`config.mk`:
```
export PLATFORM = sky130hd
export DESIGN_NAME = axilite_uart_tx_arbiter
export DESIGN_NICKNAME = d
export VERILOG_FILES = /design/src/rtl/axilite_uart_tx_arbiter_pkg.sv /design/src/rtl/axilite_uart_tx_arbiter_rr_arbiter.sv /design/src/rtl/axilite_uart_tx_arbiter.sv
export SDC_FILE = /design/constraint.sdc
export NUM_CORES = 1
export LEC_CHECK = 0
export ABC_AREA = 1
export BUFFER_PORTS_ARGS = -buffer_cell sky130_fd_sc_hd__buf_2
export CAP_MARGIN = 0
export CORE_MARGIN = 4
export CORE_UTILIZATION = 40
export CTS_CLUSTER_SIZE = 14
export DETAILED_ROUTE_END_ITERATION = 12
export GPL_TIMING_DRIVEN = 0
export PLACE_DENSITY = 0.89
export SLEW_MARGIN = 20
export SYNTH_ARGS = -nofsm -noshare
export SYNTH_HDL_FRONTEND = slang
export SYNTH_HIERARCHICAL = 1
export SYNTH_SLANG_ARGS = --single-unit
export TNS_END_PERCENT = 50
```
`constraint.sdc`:
```
create_clock -name clock_i -period 2.75 [get_ports clock_i]
set_input_delay 0.6875 -clock clock_i [delete_from_list [all_inputs] [get_ports clock_i]]
set_output_delay 0.6875 -clock clock_i [all_outputs]
set_load 0.02 [all_outputs]
```
`src/rtl/axilite_uart_tx_arbiter_pkg.sv`:
```
// Shared constants and types for the AXI-Lite UART transmit arbiter:
// UART register map, STAT bit positions and the arbiter FSM state type.
package axilite_uart_tx_arbiter_pkg;

    // UART register offsets relative to the UART base address
    localparam int UART_RX_OFF   = 'h0;
    localparam int UART_TX_OFF   = 'h4;
    localparam int UART_STAT_OFF = 'h8;
    localparam int UART_CTRL_OFF = 'hC;

    // STAT register bit indices
    localparam int UART_STAT_RX_VALID_BIT = 0;
    localparam int UART_STAT_RX_FULL_BIT  = 1;
    localparam int UART_STAT_TX_EMPTY_BIT = 2;
    localparam int UART_STAT_TX_FULL_BIT  = 3;

    // CTRL value that resets both the TX and RX FIFOs
    localparam logic [31:0] UART_CTRL_FIFO_RST = 32'h0000_0003;

    localparam logic [1:0] AXI_RESP_OKAY = 2'b00;

    // INIT/INIT_WR/INIT_B run once after reset; the rest is the per-byte loop
    typedef enum logic [2:0] {
        ST_INIT    = 3'd0,
        ST_INIT_WR = 3'd1,
        ST_INIT_B  = 3'd2,
        ST_IDLE    = 3'd3,
        ST_RD_STAT = 3'd4,
        ST_WAIT_R  = 3'd5,
        ST_WR      = 3'd6,
        ST_WAIT_B  = 3'd7
    } uart_tx_arb_state_t;

    // States that drive the AW and W channels
    function automatic logic is_write_state(uart_tx_arb_state_t s);
        return (s == ST_INIT_WR) || (s == ST_WR);
    endfunction

endpackage

```
`src/rtl/axilite_uart_tx_arbiter_rr_arbiter.sv`:
```
// Round-robin arbiter: picks the first requester at or after the pointer,
// wrapping modulo N. The pointer moves to grant+1 when the grant is used.
module axilite_uart_tx_arbiter_rr_arbiter #(
    parameter int N = 2,
    localparam int IW = (N > 1) ? $clog2(N) : 1
) (
    input  logic          clk,
    input  logic          rst_n,
    input  logic [N-1:0]  req,
    input  logic          advance,
    output logic          any,
    output logic [N-1:0]  grant,
    output logic [IW-1:0] grant_idx
);

    logic [IW-1:0] ptr_q;
    logic [IW:0]   cand;

    // Scan from the pointer and take the first active request
    always_comb begin
        any       = 1'b0;
        grant     = '0;
        grant_idx = '0;
        cand      = '0;
        for (int i = 0; i < N; i++) begin
            cand = {1'b0, ptr_q} + (IW+1)'(i);
            if (cand >= (IW+1)'(N)) begin
                cand = cand - (IW+1)'(N);
            end
            if (!any && req[cand[IW-1:0]]) begin
                any       = 1'b1;
                grant_idx = cand[IW-1:0];
            end
        end
        grant[grant_idx] = any;
    end

    // Pointer moves past the requester that was just served
    always_ff @(posedge clk or negedge rst_n) begin
        if (!rst_n) begin
            ptr_q <= '0;
        end else if (advance) begin
            ptr_q <= (grant_idx == IW'(N-1)) ? '0 : grant_idx + IW'(1);
        end
    end

endmodule

```
`src/rtl/axilite_uart_tx_arbiter.sv`:
```
// AXI4-Lite master sharing the UART TX FIFO between NUM_REQ byte streams.
// After reset it writes CTRL to flush the UART FIFOs, then per granted byte
// polls STAT until TX is not full and writes the byte to the TX register.
//
// Handshakes: a transfer happens on the rising edge where valid and ready
// are both high. Once raised, a valid and its payload stay stable until that
// edge; ready may be driven freely. Requesters hold req_valid_i/req_data_i
// until req_ready_o (a one-cycle grant pulse, only in IDLE).
module axilite_uart_tx_arbiter
    import axilite_uart_tx_arbiter_pkg::*;
#(
    parameter int NUM_REQ = 2,
    parameter int LOCAL_ADDR_WIDTH = 32,
    parameter int LOCAL_DATA_WIDTH = 32,
    parameter logic [LOCAL_ADDR_WIDTH-1:0] UART_BASE_ADDR = '0,
    parameter int MAX_POLL = 1024
) (
    input  logic                              clock_i,
    input  logic                              reset_ni,
    input  logic [NUM_REQ-1:0]                req_valid_i,
    input  logic [NUM_REQ-1:0][7:0]           req_data_i,
    output logic [NUM_REQ-1:0]                req_ready_o,
    output logic                              busy_o,
    output logic                              err_o,
    input  logic                              err_clr_i,
    output uart_tx_arb_state_t                dbg_state_o,
    output logic [LOCAL_ADDR_WIDTH-1:0]       m_axilite_awaddr,
    output logic [2:0]                        m_axilite_awprot,
    output logic                              m_axilite_awvalid,
    input  logic                              m_axilite_awready,
    output logic [LOCAL_DATA_WIDTH-1:0]       m_axilite_wdata,
    output logic [LOCAL_DATA_WIDTH/8-1:0]     m_axilite_wstrb,
    output logic                              m_axilite_wvalid,
    input  logic                              m_axilite_wready,
    input  logic [1:0]                        m_axilite_bresp,
    input  logic                              m_axilite_bvalid,
    output logic                              m_axilite_bready,
    output logic [LOCAL_ADDR_WIDTH-1:0]       m_axilite_araddr,
    output logic [2:0]                        m_axilite_arprot,
    output logic                              m_axilite_arvalid,
    input  logic                              m_axilite_arready,
    input  logic [LOCAL_DATA_WIDTH-1:0]       m_axilite_rdata,
    input  logic [1:0]                        m_axilite_rresp,
    input  logic                              m_axilite_rvalid,
    output logic                              m_axilite_rready
);

    localparam int IW = (NUM_REQ > 1) ? $clog2(NUM_REQ) : 1;
    localparam int PW = (MAX_POLL > 1) ? $clog2(MAX_POLL) : 1;

    localparam logic [LOCAL_ADDR_WIDTH-1:0] TX_ADDR   = UART_BASE_ADDR + LOCAL_ADDR_WIDTH'(UART_TX_OFF);
    localparam logic [LOCAL_ADDR_WIDTH-1:0] STAT_ADDR = UART_BASE_ADDR + LOCAL_ADDR_WIDTH'(UART_STAT_OFF);
    localparam logic [LOCAL_ADDR_WIDTH-1:0] CTRL_ADDR = UART_BASE_ADDR + LOCAL_ADDR_WIDTH'(UART_CTRL_OFF);

    uart_tx_arb_state_t state_q, state_d;

    logic                 any_valid;
    logic [NUM_REQ-1:0]   grant_oh;
    logic [IW-1:0]        grant_idx;
    logic                 grant_en;

    logic [7:0]           byte_q;
    logic [PW-1:0]        poll_q;
    logic                 busy_q;
    logic                 err_q;
    logic                 awvalid_q, wvalid_q, arvalid_q;

    logic aw_hs, w_hs, ar_hs, r_hs, b_hs;
    logic wr_done, stat_ok, tx_full, poll_last, err_set;
    logic enter_wr, enter_rd;
    logic unused_rdata;

    axilite_uart_tx_arbiter_rr_arbiter #(
        .N (NUM_REQ)
    ) u_rr (
        .clk       (clock_i),
        .rst_n     (reset_ni),
        .req       (req_valid_i),
        .advance   (grant_en),
        .any       (any_valid),
        .grant     (grant_oh),
        .grant_idx (grant_idx)
    );

    assign aw_hs     = awvalid_q & m_axilite_awready;
    assign w_hs      = wvalid_q  & m_axilite_wready;
    assign ar_hs     = arvalid_q & m_axilite_arready;
    assign r_hs      = m_axilite_rvalid & m_axilite_rready;
    assign b_hs      = m_axilite_bvalid & m_axilite_bready;
    // AW and W finish independently; the write is done once neither is pending
    assign wr_done   = (!awvalid_q || aw_hs) && (!wvalid_q || w_hs);
    assign stat_ok   = (m_axilite_rresp == AXI_RESP_OKAY);
    assign tx_full   = m_axilite_rdata[UART_STAT_TX_FULL_BIT];
    assign poll_last = (poll_q == PW'(MAX_POLL-1));
    assign err_set   = (r_hs && (!stat_ok || (tx_full && poll_last)))
                     || (b_hs && (m_axilite_bresp != AXI_RESP_OKAY));
    assign enter_wr  = is_write_state(state_d) && (state_d != state_q);
    assign enter_rd  = (state_d == ST_RD_STAT) && (state_q != ST_RD_STAT);
    // Only the TX-full bit of STAT matters here
    assign unused_rdata = ^m_axilite_rdata;

    // State register
    always_ff @(posedge clock_i or negedge reset_ni) begin
        if (!reset_ni) begin
            state_q <= ST_INIT;
        end else begin
            state_q <= state_d;
        end
    end

    // Next-state logic
    always_comb begin
        state_d = state_q;
        case (state_q)
            ST_INIT:    state_d = ST_INIT_WR;
            ST_INIT_WR: if (wr_done) state_d = ST_INIT_B;
            ST_INIT_B:  if (b_hs) state_d = ST_IDLE;
            ST_IDLE:    if (any_valid) state_d = ST_RD_STAT;
            ST_RD_STAT: if (ar_hs) state_d = ST_WAIT_R;
            ST_WAIT_R: begin
                if (r_hs) begin
                    if (!stat_ok) begin
                        state_d = ST_IDLE;
                    end else if (tx_full) begin
                        state_d = poll_last ? ST_IDLE : ST_RD_STAT;
                    end else begin
                        state_d = ST_WR;
                    end
                end
            end
            ST_WR:      if (wr_done) state_d = ST_WAIT_B;
            ST_WAIT_B:  if (b_hs) state_d = ST_IDLE;
            default:    state_d = ST_INIT;
        endcase
    end

    // State-decoded outputs: response readies, grant pulse, write payload
    always_comb begin
        m_axilite_rready = (state_q == ST_WAIT_R);
        m_axilite_bready = (state_q == ST_INIT_B) || (state_q == ST_WAIT_B);
        grant_en         = (state_q == ST_IDLE) && any_valid;
        req_ready_o      = grant_en ? grant_oh : '0;
        m_axilite_awaddr = (state_q == ST_INIT_WR) ? CTRL_ADDR : TX_ADDR;
        m_axilite_wdata  = (state_q == ST_INIT_WR) ? LOCAL_DATA_WIDTH'(UART_CTRL_FIFO_RST)
                                                   : LOCAL_DATA_WIDTH'(byte_q);
    end

    // AW/W valids: both raised on write entry, each dropped on its own handshake
    always_ff @(posedge clock_i or negedge reset_ni) begin
        if (!reset_ni) begin
            awvalid_q <= 1'b0;
            wvalid_q  <= 1'b0;
        end else if (enter_wr) begin
            awvalid_q <= 1'b1;
            wvalid_q  <= 1'b1;
        end else begin
            if (aw_hs) awvalid_q <= 1'b0;
            if (w_hs)  wvalid_q  <= 1'b0;
        end
    end

    // AR valid: raised on each STAT poll, dropped on its handshake
    always_ff @(posedge clock_i or negedge reset_ni) begin
        if (!reset_ni) begin
            arvalid_q <= 1'b0;
        end else if (enter_rd) begin
            arvalid_q <= 1'b1;
        end else if (ar_hs) begin
            arvalid_q <= 1'b0;
        end
    end

    // Granted byte, poll count (cleared on every return to IDLE) and busy flag
    always_ff @(posedge clock_i or negedge reset_ni) begin
        if (!reset_ni) begin
            byte_q <= '0;
            poll_q <= '0;
            busy_q <= 1'b0;
        end else begin
            if (grant_en) begin
                byte_q <= req_data_i[grant_idx];
            end
            if (state_d == ST_IDLE) begin
                poll_q <= '0;
            end else if (r_hs && stat_ok && tx_full) begin
                poll_q <= poll_q + PW'(1);
            end
            busy_q <= (state_d != ST_IDLE);
        end
    end

    // Sticky error; a new error in the clear cycle is kept
    always_ff @(posedge clock_i or negedge reset_ni) begin
        if (!reset_ni) begin
            err_q <= 1'b0;
        end else if (err_set) begin
            err_q <= 1'b1;
        end else if (err_clr_i) begin
            err_q <= 1'b0;
        end
    end

    assign m_axilite_awvalid = awvalid_q;
    assign m_axilite_wvalid  = wvalid_q;
    assign m_axilite_arvalid = arvalid_q;
    assign m_axilite_araddr  = STAT_ADDR;
    assign m_axilite_awprot  = 3'b000;
    assign m_axilite_arprot  = 3'b000;
    assign m_axilite_wstrb   = (LOCAL_DATA_WIDTH/8)'(1);
    assign busy_o            = busy_q;
    assign err_o             = err_q;
    assign dbg_state_o       = state_q;

endmodule

```
# After elaboration in Yosys (flattened, before gate mapping)
# Cells that the tools add are included.
[op_classes]
div = 0
n_shift = 0
muxes = 38
multipliers = 0
bitwise_logic = 6
n_reduce_logical = 30
n_eq_ne = 15
addsub = 5
order_cmp = 6
[ops]
columns = ["op", "count"]
rows = [
  ["$mux 3", 9],
  ["$mux 8", 3],
  ["$pmux 3 s7", 1],
  ["$mux 1", 20],
  ["$mux 10", 2],
  ["$eq 3x3->1 const B", 6],
  ["$reduce_bool 2->1", 6],
  ["$logic_and 1x1->1", 11],
  ["$add 10x1->10 const B", 1],
  ["$eq 10x10->1 const B", 1],
  ["$eq 3x2->1 const B", 3],
  ["$eq 3x1->1 const B", 2],
  ["$logic_or 1x1->1", 6],
  ["$lt 1x2->1 const B", 3],
  ["$and 1x1->1", 5],
  ["$logic_not 1->1", 4],
  ["$mux 4", 1],
  ["$logic_not 3->1", 1],
  ["$ne 3x2->1 const B", 1],
  ["$ne 3x3->1", 1],
  ["$ne 3x3->1 const B", 1],
  ["$add 1x1->2 const B", 1],
  ["$and 2x2->2", 1],
  ["$ge 1x2->1 const B", 1],
  ["other kinds (8)", 9],
]
[word_totals]
memories = 0
rom_bits = 0
ramBits = 0
inputBits = 62
ff_bits = 27
latchBits = 0

# Longest topological paths before layout
[depth]
depth_word = 14
depth_mapped = 13
depth_no_buf = 13

# Hierarchy
# The synthesis kept the hierarchy.
[modules_own_cells]
columns = ["module", "area_each_um2", "cells_each", "n_inst", "seq_area_each_um2"]
rows = [
  ["axilite_uart_tx_arbiter", 2358.5, 320, 1, 650.6],
  ["axilite_uart_tx_arbiter_rr_arbiter", 76.3, 12, 1, 25.0],
]

# Worst setup path before layout
# OpenSTA, ideal clock, no wires.
[synth_timing]
path_kind = "input -> output"
from = "in req_valid_i[1]"
to = "out req_ready_o[0]"
t_arrival_ps = 1485
setup_slack_ps = 578
cell_stages = 4
cell_sequence = "or2_1 nand2_1 clkbuf_1 nor2_1"
[synth_via]
elab_chain_cells = 12
elab_cells_between_ends = 18
[synth_lines]
columns = ["item", "line_no", "source"]
rows = [
  ["start, declared", "axilite_uart_tx_arbiter.sv:20", "input logic [NUM_REQ-1:0] req_valid_i,"],
  ["$mux 1 (implied by the code) (2 in a row)", "axilite_uart_tx_arbiter_rr_arbiter.sv:30", "if (!any && req[cand[IW-1:0]]) begin"],
  ["$mux 1", "axilite_uart_tx_arbiter_rr_arbiter.sv:30", ""],
  ["$logic_not 1->1", "axilite_uart_tx_arbiter_rr_arbiter.sv:30", ""],
  ["$logic_and 1x1->1", "axilite_uart_tx_arbiter_rr_arbiter.sv:30", ""],
  ["$mux 1", "axilite_uart_tx_arbiter_rr_arbiter.sv:30", ""],
  ["$lt 1x2->1 (implied by the code) / $ge 1x1->1 (equally long branches)", "axilite_uart_tx_arbiter_rr_arbiter.sv:35", "grant[grant_idx] = any;"],
  ["$logic_and 1x1->1 (implied by the code)", "axilite_uart_tx_arbiter_rr_arbiter.sv:35", ""],
  ["$mux 1 (implied by the code)", "axilite_uart_tx_arbiter_rr_arbiter.sv:35", ""],
  ["$demux 1 s1", "-", ""],
  ["$and 2x2->2 (no source line)", "-", ""],
  ["$mux 2 (*)", "axilite_uart_tx_arbiter.sv:142", "req_ready_o = grant_en ? grant_oh : '0;"],
  ["end, declared", "axilite_uart_tx_arbiter.sv:22", "output logic [NUM_REQ-1:0] req_ready_o,"],
]
# Mark *: on every way between the ends. The rest lies on a longest branch, timed or not. The select of a mux whose other input is x is not followed.

# Worst setup path in the final report
[layout_timing]
from = "in req_valid_i[1]"
to = "out req_ready_o[1]"
[layout_via]
elab_cells_between_ends = 18
[layout_lines]
columns = ["item", "line_no", "source"]
rows = [
  ["$mux 1 (implied by the code) (2 in a row)", "axilite_uart_tx_arbiter_rr_arbiter.sv:30", ""],
  ["$mux 1", "axilite_uart_tx_arbiter_rr_arbiter.sv:30", ""],
  ["$logic_not 1->1", "axilite_uart_tx_arbiter_rr_arbiter.sv:30", ""],
  ["$logic_and 1x1->1", "axilite_uart_tx_arbiter_rr_arbiter.sv:30", ""],
  ["$mux 1 (*)", "axilite_uart_tx_arbiter_rr_arbiter.sv:30", ""],
  ["named net any_valid", "axilite_uart_tx_arbiter.sv:57", "logic any_valid;"],
  ["$and 2x2->2 (no source line) / $logic_and 1x1->1 (equally long branches)", "-", ""],
  ["$mux 2 (*)", "axilite_uart_tx_arbiter.sv:142", ""],
]
# Mark *: on every way through the listed nets, which the timed path passes. The rest lies on a longest branch. The select of a mux whose other input is x is not followed.

==> flow_summary.json <==
{
  "post_cts_buffers": 0,
  "avgSynthCellArea_sq_um": 7.33,
  "dpl.hpwl_microns": 4320,
  "area_growth_pct": 30.8,
  "numCtsBuffers": 3,
  "cp-start-kind": "primary input",
  "cts_buffer_depth": 2,
  "grt_pass1_wl_microns": 7990,
  "drc": 0,
  "p_leak_nw": 2.02,
  "synth-seq-cells": 27,
  "place_ws_ns": 0.177,
  "portBuffers": 51,
  "htreeDepth": 1,
  "clk_pin_slew_ns": 0.09,
  "power_density_nw_per_um2": 745,
  "ant_nets": 0,
  "worstPathRequired_ns": 2.06,
  "ys_warn_count": 6,
  "worst_slew_pin_slew_ns": 0.611,
  "antenna_found_initial": 0,
  "drt_first_pass_iters": 4,
  "slew_headroom": 0.593,
  "synth-main-ff-cell": "dfrtp_1",
  "cp.arrival_ns": 1.90,
  "ff2ff_setup_slack_ns": 0.94,
  "endpoint": "req_ready_o[1]",
  "vias": 2080,
  "synth_edf_count": 0,
  "status": "finished clean",
  "synthArstFlopShare": 1.00,
  "die-height_microns": 86.0,
  "gr-total-overflow": 0,
  "rsz0062_at_grt": "false",
  "holdWs_ns": 0.420,
  "boundaryPins": 180,
  "reg2reg_depth": 12,
  "grt_usage": 0.131,
  "clock_latency_ns": 0.27,
  "root_buffer": "clkbuf_8",
  "cts_tree": "yes",
  "die_area_sq_um": 7400,
  "rows": 28,
  "vias_per_cell": 3.73,
  "layout_common_cells": "98 x buf_4, 97 x conb_1, 68 x nand2_1, 51 x buf_2, 37 x inv_1",
  "insertedDiodeCount": 0,
  "rr_endpoint": "poll_q[4]$_DFFE_PN0P_",
  "cap_violations": 0,
  "ir_worst_vdd_mv": 0.618,
  "critical_path_class": "primary input to primary output",
  "post_drt_wl_per_cell_microns": 8.91,
  "fp.dieW_microns": 86.0,
  "maxSlewViolCount": 0,
  "synth_area_sq_um": 2430,
  "fin_cells": 557,
  "synth_top_area_frac": 0.302,
  "ys_types": 32,
  "min_period_over_period": 0.939,
  "first_global_vias": 1885,
  "post_dp_cell_area_sq_um": 3140,
  "first_iter_violations": 60,
  "fin_nets": 546,
  "skew_ns": 0.00288,
  "totalPowerFinal_mw": 2.37,
  "reg2reg_from": "poll_q[0]$_DFFE_PN0P_",
  "endpoint_kind": "primary output",
  "startpoint": "req_valid_i[1]",
  "fmax_mhz": 387,
  "synth_top_area_cell": "buf_4",
  "cts-hold-fix-buffers": 0,
  "gp_congestion": 0.841,
  "grt_start_max_net_pins": 28,
  "clock_sinks": 27,
  "layout_commonest_cell": "buf_4",
  "hold_viol": 0,
  "post-route-util": 0.538,
  "core_region_area_sq_um": 5920,
  "post_cts_resized": 0,
  "drt-total-wl_microns": 4960,
  "timing.final.crit_period_ns": 2.58,
  "hold_class": "primary input to async pin",
  "yosysSeqAreaShare": 0.277,
  "final_area_sq_um": 3190,
  "synth_cells": 332,
  "fin_setup_tns_ns": 0,
  "setup-violations-final": 0,
  "dp.cells": 553,
  "path_max_fanout": 10,
  "fin_ws_ns": 0.167,
  "layout-drive-gt1-share": 0.367,
  "synthTopCellsByArea": "buf_4 30%, dfrtp_1 28%, nand2_1 10%",
  "start_util": 0.411
}
synth_stat cells (3+ instances only):
library cell,instances
inv_1,37
nor2_1,22
nand2_2,4
nand2_1,68
xor2_1,4
a21oi_1,4
nor2_2,3
nand3_1,10
o211ai_1,5
inv_2,5
o21ai_0,16
dfrtp_1,27
nor3_1,5
buf_4,98
flip-flops by register name (all words and copies together), names as in the netlist:
| name | cells |
|---|---|
| poll_q | 10 |
| byte_q | 8 |
| dbg_state_o | 3 |
| busy_o | 1 |
| err_o | 1 |
| m_axilite_arvalid | 1 |
| m_axilite_awvalid | 1 |
| m_axilite_wvalid | 1 |
| u_rr/ptr_q | 1 |
worst min path at each step:
stage	startpoint	endpoint	slack, ns
after detailed placement	byte_q[3]$_DFFE_PN0P_	byte_q[3]$_DFFE_PN0P_	0.47
after global routing	reset_ni	poll_q[4]$_DFFE_PN0P_	0.46
after global placement	byte_q[6]$_DFFE_PN0P_	byte_q[6]$_DFFE_PN0P_	0.47
after floorplan	reset_ni	busy_o$_DFF_PN0_	0.39
final	reset_ni	poll_q[4]$_DFFE_PN0P_	0.42
after CTS	reset_ni	poll_q[1]$_DFFE_PN0P_	0.44
cells by family (layout without fill, tap and decap cells):
kind of cell,after synthesis,in the layout,share of synthesized area
other,2,97,0.00308
XOR/XNOR,5,5,0.0180
AND/OR/NAND/NOR,124,124,0.247
AO/OA/AOI/OAI,28,28,0.0699
buffers and inverters,145,200,0.380
flip-flops,27,27,0.277
adder cells (fa/ha/maj),1,1,0.00514
worst max-delay path, stage by stage:
cell,delay [ns]
buf_2,0.11
or2_1,0.27
nand2_1,0.26
clkbuf_1,0.33
nor2_1,0.07
buf_2,0.17
power breakdown:
part / internal (mW) / leakage [nW] / switching (mW)
Combinational: 0.527 / 1.66 / 1.01
Clock: 0.104 / 0.0228 / 0.121
Sequential: 0.532 / 0.343 / 0.0841
Total: 1.16 / 2.02 / 1.21
routing by layer:
metal / up-vias / wire, microns / global-route usage
met4: 0 / 23 / 0.0216
met2: 78 / 2630 / 0.261
met5: - / 0 / 0
met3: 2 / 415 / 0.0269
met1: 884 / 1890 / 0.141
li1: 1116 / - / -
cell type report:
class / count / area (sq um)
repair buffers: 51 / 255
fillers: 579 / 2740
well taps: 75 / 93.8
inverters: 44 / 170
plain buffers: 101 / 754
multi-input cells: 255 / 1190
flip-flops and latches: 27 / 676
clock buffers: 4 / 45.0
(Power assumes the default switching activity.)
